--- src/rtl/cpu_defs_pkg.sv ---
// rtl/cpu_defs_pkg.sv - shared CPU constants, instruction field positions and fetch state type
package cpu_defs_pkg;

   localparam int ADDR_W = 16;
   localparam int DATA_W = 16;
   localparam logic [ADDR_W-1:0] RESET_PC = 16'h0000;

   // Instruction field positions used by the decoder
   localparam int OPC_MSB  = 15;
   localparam int OPC_LSB  = 12;
   localparam int COND_MSB = 11;
   localparam int COND_LSB = 9;

   localparam logic [3:0] OP_ADD  = 4'h0;
   localparam logic [3:0] OP_SUB  = 4'h1;
   localparam logic [3:0] OP_AND  = 4'h2;
   localparam logic [3:0] OP_OR   = 4'h3;
   localparam logic [3:0] OP_XOR  = 4'h4;
   localparam logic [3:0] OP_NOT  = 4'h5;
   localparam logic [3:0] OP_SHL  = 4'h6;
   localparam logic [3:0] OP_SHR  = 4'h7;
   localparam logic [3:0] OP_LDI  = 4'h8;
   localparam logic [3:0] OP_LD   = 4'h9;
   localparam logic [3:0] OP_ST   = 4'hA;
   localparam logic [3:0] OP_CMP  = 4'hB;
   localparam logic [3:0] OP_BR   = 4'hC;
   localparam logic [3:0] OP_JAL  = 4'hD;
   localparam logic [3:0] OP_JR   = 4'hE;
   localparam logic [3:0] OP_EXEC = 4'hF;

   typedef enum logic [1:0] {
      FETCH = 2'd0,
      WAIT  = 2'd1,
      DRAIN = 2'd2
   } fetch_state_t;

   // Next sequential word address, wrapping at the top of the address space
   function automatic logic [ADDR_W-1:0] pc_inc(input logic [ADDR_W-1:0] pc);
      return pc + ADDR_W'(1);
   endfunction

endpackage

--- src/rtl/if_skid_buffer.sv ---
// rtl/if_skid_buffer.sv - one-entry {instr, pc} holding register behind the IF/ID register
//
// Ports:
//   clk, rst_n      clock and asynchronous active-low reset
//   wr              capture wr_instr/wr_pc and mark full
//   rd              consume the held entry (clears full)
//   flush           discard the held entry; wins over wr and rd
//   wr_instr/wr_pc  entry being captured
//   full            entry held
//   instr/pc        held entry
module if_skid_buffer
   import cpu_defs_pkg::*;
(
   input  logic              clk,
   input  logic              rst_n,
   input  logic              wr,
   input  logic              rd,
   input  logic              flush,
   input  logic [DATA_W-1:0] wr_instr,
   input  logic [ADDR_W-1:0] wr_pc,
   output logic              full,
   output logic [DATA_W-1:0] instr,
   output logic [ADDR_W-1:0] pc
);

   always_ff @(posedge clk or negedge rst_n) begin
      if (!rst_n) begin
         full  <= 1'b0;
         instr <= '0;
         pc    <= '0;
      end else if (flush) begin
         full <= 1'b0;
      end else if (wr) begin
         full  <= 1'b1;
         instr <= wr_instr;
         pc    <= wr_pc;
      end else if (rd) begin
         full <= 1'b0;
      end
   end

endmodule

--- src/rtl/fetch_unit.sv ---
// rtl/fetch_unit.sv - instruction fetch stage: PC, single-outstanding imem fetch, IF/ID register with skid
//
// Ports:
//   clk, rst_n                    clock and asynchronous active-low reset
//   imem_req, imem_addr           registered one-cycle fetch request and word address
//   imem_rvalid, imem_rdata       fetch response
//   stall                         downstream holds IF/ID
//   redirect_valid, redirect_pc   branch/JAL/JR target; highest priority
//   if_valid, if_instr, if_pc     IF/ID register contents
//   if_pc_next                    if_pc + 1 (JAL link value)
//   opcode, cond                  decoder slices of if_instr
module fetch_unit
   import cpu_defs_pkg::*;
(
   input  logic              clk,
   input  logic              rst_n,
   output logic              imem_req,
   output logic [ADDR_W-1:0] imem_addr,
   input  logic              imem_rvalid,
   input  logic [DATA_W-1:0] imem_rdata,
   input  logic              stall,
   input  logic              redirect_valid,
   input  logic [ADDR_W-1:0] redirect_pc,
   output logic              if_valid,
   output logic [DATA_W-1:0] if_instr,
   output logic [ADDR_W-1:0] if_pc,
   output logic [ADDR_W-1:0] if_pc_next,
   output logic [3:0]        opcode,
   output logic [2:0]        cond
);

   fetch_state_t      state, state_nxt;
   logic [ADDR_W-1:0] fetch_pc;
   logic [ADDR_W-1:0] req_pc;
   logic              discard;

   logic              skid_full;
   logic [DATA_W-1:0] skid_instr;
   logic [ADDR_W-1:0] skid_pc;

   logic              issue;
   logic              resp;
   logic              resp_to_ifid;
   logic              resp_to_skid;
   logic              skid_to_ifid;

   always_ff @(posedge clk or negedge rst_n) begin
      if (!rst_n) begin
         state <= FETCH;
      end else begin
         state <= state_nxt;
      end
   end

   always_comb begin
      state_nxt    = state;
      issue        = 1'b0;
      resp         = 1'b0;
      resp_to_ifid = 1'b0;
      resp_to_skid = 1'b0;
      skid_to_ifid = 1'b0;

      case (state)
         FETCH: begin
            // A full skid means IF/ID is also occupied; fetching more would have nowhere to land.
            if (!skid_full && !redirect_valid) begin
               issue     = 1'b1;
               state_nxt = WAIT;
            end
         end
         WAIT: begin
            if (imem_rvalid) begin
               resp      = !redirect_valid && !discard;
               state_nxt = FETCH;
            end else if (redirect_valid) begin
               state_nxt = DRAIN;
            end
         end
         DRAIN: begin
            if (imem_rvalid) begin
               state_nxt = FETCH;
            end
         end
         default: state_nxt = FETCH;
      endcase

      // Steering into IF/ID: the skid entry is older than any response, so it goes first.
      if (!stall) begin
         if (skid_full) begin
            skid_to_ifid = 1'b1;
         end else if (resp) begin
            resp_to_ifid = 1'b1;
         end
      end else if (resp) begin
         if (if_valid) begin
            resp_to_skid = 1'b1;
         end else begin
            resp_to_ifid = 1'b1;
         end
      end
   end

   always_ff @(posedge clk or negedge rst_n) begin
      if (!rst_n) begin
         fetch_pc   <= RESET_PC;
         req_pc     <= '0;
         imem_req   <= 1'b0;
         imem_addr  <= '0;
         discard    <= 1'b0;
         if_valid   <= 1'b0;
         if_instr   <= '0;
         if_pc      <= '0;
         if_pc_next <= '0;
      end else begin
         imem_req <= issue;
         discard  <= (state_nxt == DRAIN);

         if (issue) begin
            imem_addr <= fetch_pc;
            req_pc    <= fetch_pc;
         end

         if (redirect_valid) begin
            fetch_pc <= redirect_pc;
         end else if (issue) begin
            fetch_pc <= pc_inc(fetch_pc);
         end

         if (redirect_valid) begin
            if_valid <= 1'b0;
         end else if (skid_to_ifid) begin
            if_valid   <= 1'b1;
            if_instr   <= skid_instr;
            if_pc      <= skid_pc;
            if_pc_next <= pc_inc(skid_pc);
         end else if (resp_to_ifid) begin
            if_valid   <= 1'b1;
            if_instr   <= imem_rdata;
            if_pc      <= req_pc;
            if_pc_next <= pc_inc(req_pc);
         end else if (!stall) begin
            if_valid <= 1'b0;
         end
      end
   end

   if_skid_buffer u_skid (
      .clk      (clk),
      .rst_n    (rst_n),
      .wr       (resp_to_skid),
      .rd       (skid_to_ifid),
      .flush    (redirect_valid),
      .wr_instr (imem_rdata),
      .wr_pc    (req_pc),
      .full     (skid_full),
      .instr    (skid_instr),
      .pc       (skid_pc)
   );

   assign opcode = if_instr[OPC_MSB:OPC_LSB];
   assign cond   = if_instr[COND_MSB:COND_LSB];

endmodule

--- config.mk ---
export PLATFORM = sky130hd
export DESIGN_NAME = fetch_unit
export DESIGN_NICKNAME = d
export VERILOG_FILES = /design/src/rtl/cpu_defs_pkg.sv /design/src/rtl/if_skid_buffer.sv /design/src/rtl/fetch_unit.sv
export SDC_FILE = /design/constraint.sdc
export NUM_CORES = 1
export LEC_CHECK = 0
export ABC_AREA = 1
export BUFFER_PORTS_ARGS = -buffer_cell sky130_fd_sc_hd__clkbuf_2
export CORE_MARGIN = 3
export CORE_UTILIZATION = 30
export CTS_CLUSTER_DIAMETER = 40
export CTS_CLUSTER_SIZE = 24
export DETAILED_ROUTE_END_ITERATION = 8
export PLACE_DENSITY = 0.59
export SYNTH_ARGS = -nofsm -noshare
export SYNTH_HDL_FRONTEND = slang
export SYNTH_SLANG_ARGS = --single-unit
export TNS_END_PERCENT = 1
--- constraint.sdc ---
create_clock -name clk -period 2.5 [get_ports clk]
set_input_delay 0.25 -clock clk [delete_from_list [all_inputs] [get_ports clk]]
set_output_delay 0.25 -clock clk [all_outputs]
set_load 0.02 [all_outputs]
== Word level (Yosys, flattened, before mapping) ==
Cells that the tools add are included.
Word-level totals
  bits of input ports: 37
  word-level logic and storage cells: 65
  output and inout port bits: 73
  bits in registers: 118
Operators by class
  equality and inequality tests: 4
  add/subtract/negate cells: 3
  reduce and logical (&&, ||, !) cells: 11
  bitwise operators: 1
  mux-type cells: 34
Operators by type and width (number)
  $mux W16: 8
  $add A16 B1 Y16 const B: 3
  $mux W1: 21
  $mux W2: 4
  $pmux W2 S3: 1
  $eq A2 B2 Y1 const B: 2
  $ne A4 B1 Y1 const B: 1
  $reduce_and A2 Y1: 2
  $reduce_bool A2 Y1: 2
  $logic_not A1 Y1: 3
  $reduce_bool A3 Y1: 1
  $eq A2 B1 Y1 const B: 1
  $logic_and A1 B1 Y1: 2
  $logic_not A2 Y1: 1
  $not A1 Y1: 1

== Depth between registers and ports, before layout ==
  depth in word-level cells: 10
  mapped depth: 13
  gate-level depth less buffers: 11

== Modules after synthesis ==
From an unflattened synthesis, not the netlist that was laid out.
Unflattened totals
  cells, all modules: 704
  area, all modules: 5885.6 um2
Modules (own cells, without submodules)
  fetch_unit: sequential area each 2127.0 um2, instances 1, cells each 560, area each 4473.0 um2
  if_skid_buffer: sequential area each 825.8 um2, instances 1, cells each 144, area each 1412.6 um2

== Worst setup path after synthesis ==
Ideal clock, no wire load.
  path kind: register to register
  start point: register u_skid.full
  end point: register if_pc_next[14]
  clock period less this slack: 1.750 ns
  arrival time: 1.622 ns
  library setup time: 0.128 ns
  data required time: 2.372 ns
  cell stages (with the launch flop): 12
  path slack: 0.750 ns
  path buffers: 2
  path through: dfrtp_1 buf_6 inv_2 nor2_4 buf_4 o21ai_2 ha_1 nand3_2 nor2_8 inv_2 o21bai_1 nand3_1
Between the ends
  longest elaborated chain between the ends: 4
  elaborated cells between the ends (all ways): 7
  those cells by class: 5 x mux; 2 x reduce/logical
Ends and longest elaborated chain
  from (decl): line if_skid_buffer.sv:21  | output logic full,
  from (signal assigned): line if_skid_buffer.sv:28  | full <= 1'b0;
  from (signal assigned): line if_skid_buffer.sv:32  | full <= 1'b0;
  from (signal assigned): line if_skid_buffer.sv:34  | full <= 1'b1;
  $mux W1: line fetch_unit.sv:89  | if (skid_full) begin
  $mux W1: line fetch_unit.sv:88  | if (!stall) begin
  $reduce_bool A2 Y1 (no source line)
  $reduce_and A2 Y1 (no source line)
  to (signal assigned): line fetch_unit.sv:135  | if_pc_next <= pc_inc(skid_pc);
  to (signal assigned): line fetch_unit.sv:140  | if_pc_next <= pc_inc(req_pc);
  to (decl): line fetch_unit.sv:27  | output logic [ADDR_W-1:0] if_pc_next,
Parallel ways exist; a longest one is shown, timed or not.
A chain may end at the register's enable or synchronous reset.

== Worst setup path after layout ==
Same ends and word-level chain as after synthesis.

==> impl_metrics.ini <==
[drt]
drtPass1Iterations = 5
wl_met1_um = 6930
wire_per_inst_um = 14.0
routed_via_density = 4.56
met3_length_um = 847
drtAntennaViolNets = 0
drc = 0
top_layer = met4
num_vias = 4586
drt_iter0_markers = 313
finalWirelength_um = 14100
dr_wl_met2_um = 6100

[global_route]
grt_pass1_wl_um = 23400
antenna_found_initial = 0
grt_use_total_pct = 14.6
grt.overflow.total = 0
grt_max_degree = 50
first_global_vias = 4427

[worst_setup_path]
cp_common_cell = inv_2
cp.arrival_ns = 2.45
slowest_delay_ns = 0.59
crit_required_ns = 2.80
crit_type = flip-flop to flip-flop
critPathMaxFanout = 16
cp_cell_sequence = inv_2 > nor2_4 > nand2_1 > o21ai_2 > ha_1 > nand3_2 > nor2_8 > inv_2 > o21bai_1 > nand3_1
end_kind = flip-flop
slowest_stage = dfrtp_1
cp-start-kind = flip-flop

[floorplanning]
die-height_um = 144
die_w_um = 144
core_area_um2 = 18300
die-area_um2 = 20700
io_pins = 110
initial_core_util_pct = 31.1
rows = 49

[run_status]
status = complete, no violations

[final_layout]
fin_nets = 803
drive_above_1_share_pct = 26.3
num_antenna_cells = 0
synthToLayoutAreaGrowth_pct = 23.6
n_fill_cell = 1861
stdcell_count = 1006

[sta]
finalCriticalPeriod_ns = 2.15
final_max_slew_viol_count = 0
finalHoldViolCount = 0
fmax_ghz = 0.465
slew_headroom_pct = 54.3
setup-violations-final = 0
rsz0062_at_grt = false
fin_crit_sh_pct = 86.0
skew_ns = 0.00802
worst_slew_pin_slew_ns = 0.685
setup_tns_ns = 0

[logic_synthesis]
synth_top_cell_by_area = dfrtp_1
async_flop_share_pct = 100
synth_most_common_cell = nand2_1
avgSynthCellArea_um2 = 8.63
yosys_warnings = 0
synthCells = 659
synth_edf_count = 0
yosys-top-cells-area = dfrtp_1 52%, nand2_1 13%, nor2_1 4.1%
synth_area_um2 = 5690
synth_top_cell_area_share_pct = 51.9
synth_common_cells = 192 x nand2_1, 118 x dfrtp_1, 62 x nor2_1
ys_seq_elements = 118
synth-seq-area-share_pct = 51.9
synth_nets = 698
synth_cell_types = 42
synth_flop_cell = dfrtp_1

[clock_network]
cts_tree = done
cts_resized = 0
ctsLongestPathBuffers = 2
cts-htree-levels = 4
cts_setup_buffers = 0
cts_sinks = 118
cts_root_buf = clkbuf_16
numCtsBuffers = 17
clk_pin_slew_ns = 0.06
cts_hold_buffers = 1
insertion_delay_ns = 0.42

[placed_design]
place_congestion = 0.829
port_buffers = 109
post-place-cells = 973
hpwl_um = 10100

[power_and_ir_drop]
leakagePower_nw = 3.47
p_per_area_nw_per_um2 = 1120
ir_drop_uv = 493

[min_path]
hold_path.class = primary input to flip-flop

[job]
cap_violations = 0
## report_power, final
group | internal (mW) | switching, mW | leakage, nW
sequential | 2.51 | 0.449 | 1.48
combinational | 0.847 | 1.67 | 1.72
clock | 1.54 | 0.880 | 0.277
## stage by stage
| stage | util [%] | hold WS [ns] | worst slack [ns] | total power [mW] | area [um2] |
|---|---|---|---|---|---|
| floorplan | - | -0.0456 | 0.750 | 4.62 | 5690 |
| global placement | 35.2 | 0.343 | 0.407 | 5.51 | 6430 |
| finish | 38.5 | 0.0439 | 0.349 | 7.90 | 7030 |
| global route | 38.5 | 0.0407 | 0.0866 | 8.44 | 7030 |
| detailed placement | 35.2 | 0.343 | 0.336 | 5.55 | 6430 |
| CTS | 38.5 | 0.0266 | 0.328 | 8.01 | 7030 |
## routing by layer
| layer | vias up | global-route usage (%) |
|---|---|---|
| met5 | - | 0 |
| met4 | 0 | 5.70 |
| met3 | 18 | 4.36 |
| met2 | 119 | 21.4 |
| met1 | 2081 | 20.4 |
| li1 | 2368 | - |
## critical path, delay by kind of cell (launching register included)
family / cells / cell delay, ns
AO/OA/AOI/OAI: 2 / 0.23
adder cells (fa/ha/maj): 1 / 0.22
buffers and inverters: 2 / 0.16
flip-flops: 1 / 0.59
AND/OR/NAND/NOR: 5 / 0.84
## cell usage in the layout, fill, tap and decap left out, types with 6 or more instances in the layout
master / synthesis / layout
dfrtp_1: 118 / 118
mux2_2: 19 / 19
nand4_1: 8 / 8
nand2_1: 192 / 192
a31oi_1: 19 / 19
buf_4: 9 / 9
inv_1: 48 / 48
o211ai_1: 6 / 6
clkbuf_16: 0 / 17
o21ai_0: 42 / 42
xor2_1: 7 / 7
nand2_2: 11 / 11
clkbuf_2: 0 / 108
nand3_1: 36 / 36
nor2_1: 62 / 62
## final timing paths
check | slack (ns) | cells after the start | start | to
max | 0.35 | 10 | u_skid.full$_DFFE_PN0P_ | if_pc_next[14]$_DFFE_PN0P_
min | 0.04 | 3 | redirect_pc[6] | fetch_pc[6]$_DFFE_PN0P_
max reg2reg | 0.35 | 10 | u_skid.full$_DFFE_PN0P_ | if_pc_next[14]$_DFFE_PN0P_
min reg2reg | 0.48 | 2 | if_pc[11]$_DFFE_PN0P_ | if_pc[11]$_DFFE_PN0P_
max in group asynchronous | 1.36 | 3 | rst_n | u_skid.pc[3]$_DFFE_PN0P_
min in group asynchronous | 0.41 | 2 | rst_n | req_pc[0]$_DFFE_PN0P_
## kinds of logic (layout without fill, tap and decap cells)
logic type,after synthesis,after routing,synth area share [%]
fa+ha+maj,2,2,0.440
simple gates,334,334,25.9
buf+inv,87,205,7.04
compound gates,89,89,9.39
xor+xnor,10,10,1.54
mux,19,19,3.76
flops,118,118,51.9
## state kept, by name, summed over array words and instances, names as in the netlist, 2 cells and up
| name | flops |
|---|---|
| req_pc | 16 |
| state | 2 |
| fetch_pc | 16 |
| u_skid.instr | 16 |
| u_skid.pc | 16 |
| if_pc | 16 |
| if_pc_next | 16 |
| if_instr | 16 |
## layout make-up
| cell class | instances | area, um2 | share of cell area [%] |
|---|---|---|---|
| Clock inverter | 11 | 125 | 1.78 |
| Inverter | 53 | 201 | 2.86 |
| Sequential cell | 118 | 2950 | 42.0 |
| Tap cell | 229 | 287 | 4.07 |
| Timing Repair Buffer | 120 | 658 | 9.36 |
| Multi-Input combinational cell | 454 | 2340 | 33.2 |
| Clock buffer | 21 | 470 | 6.69 |
No activity file was read; power rests on OpenSTA's default activity.
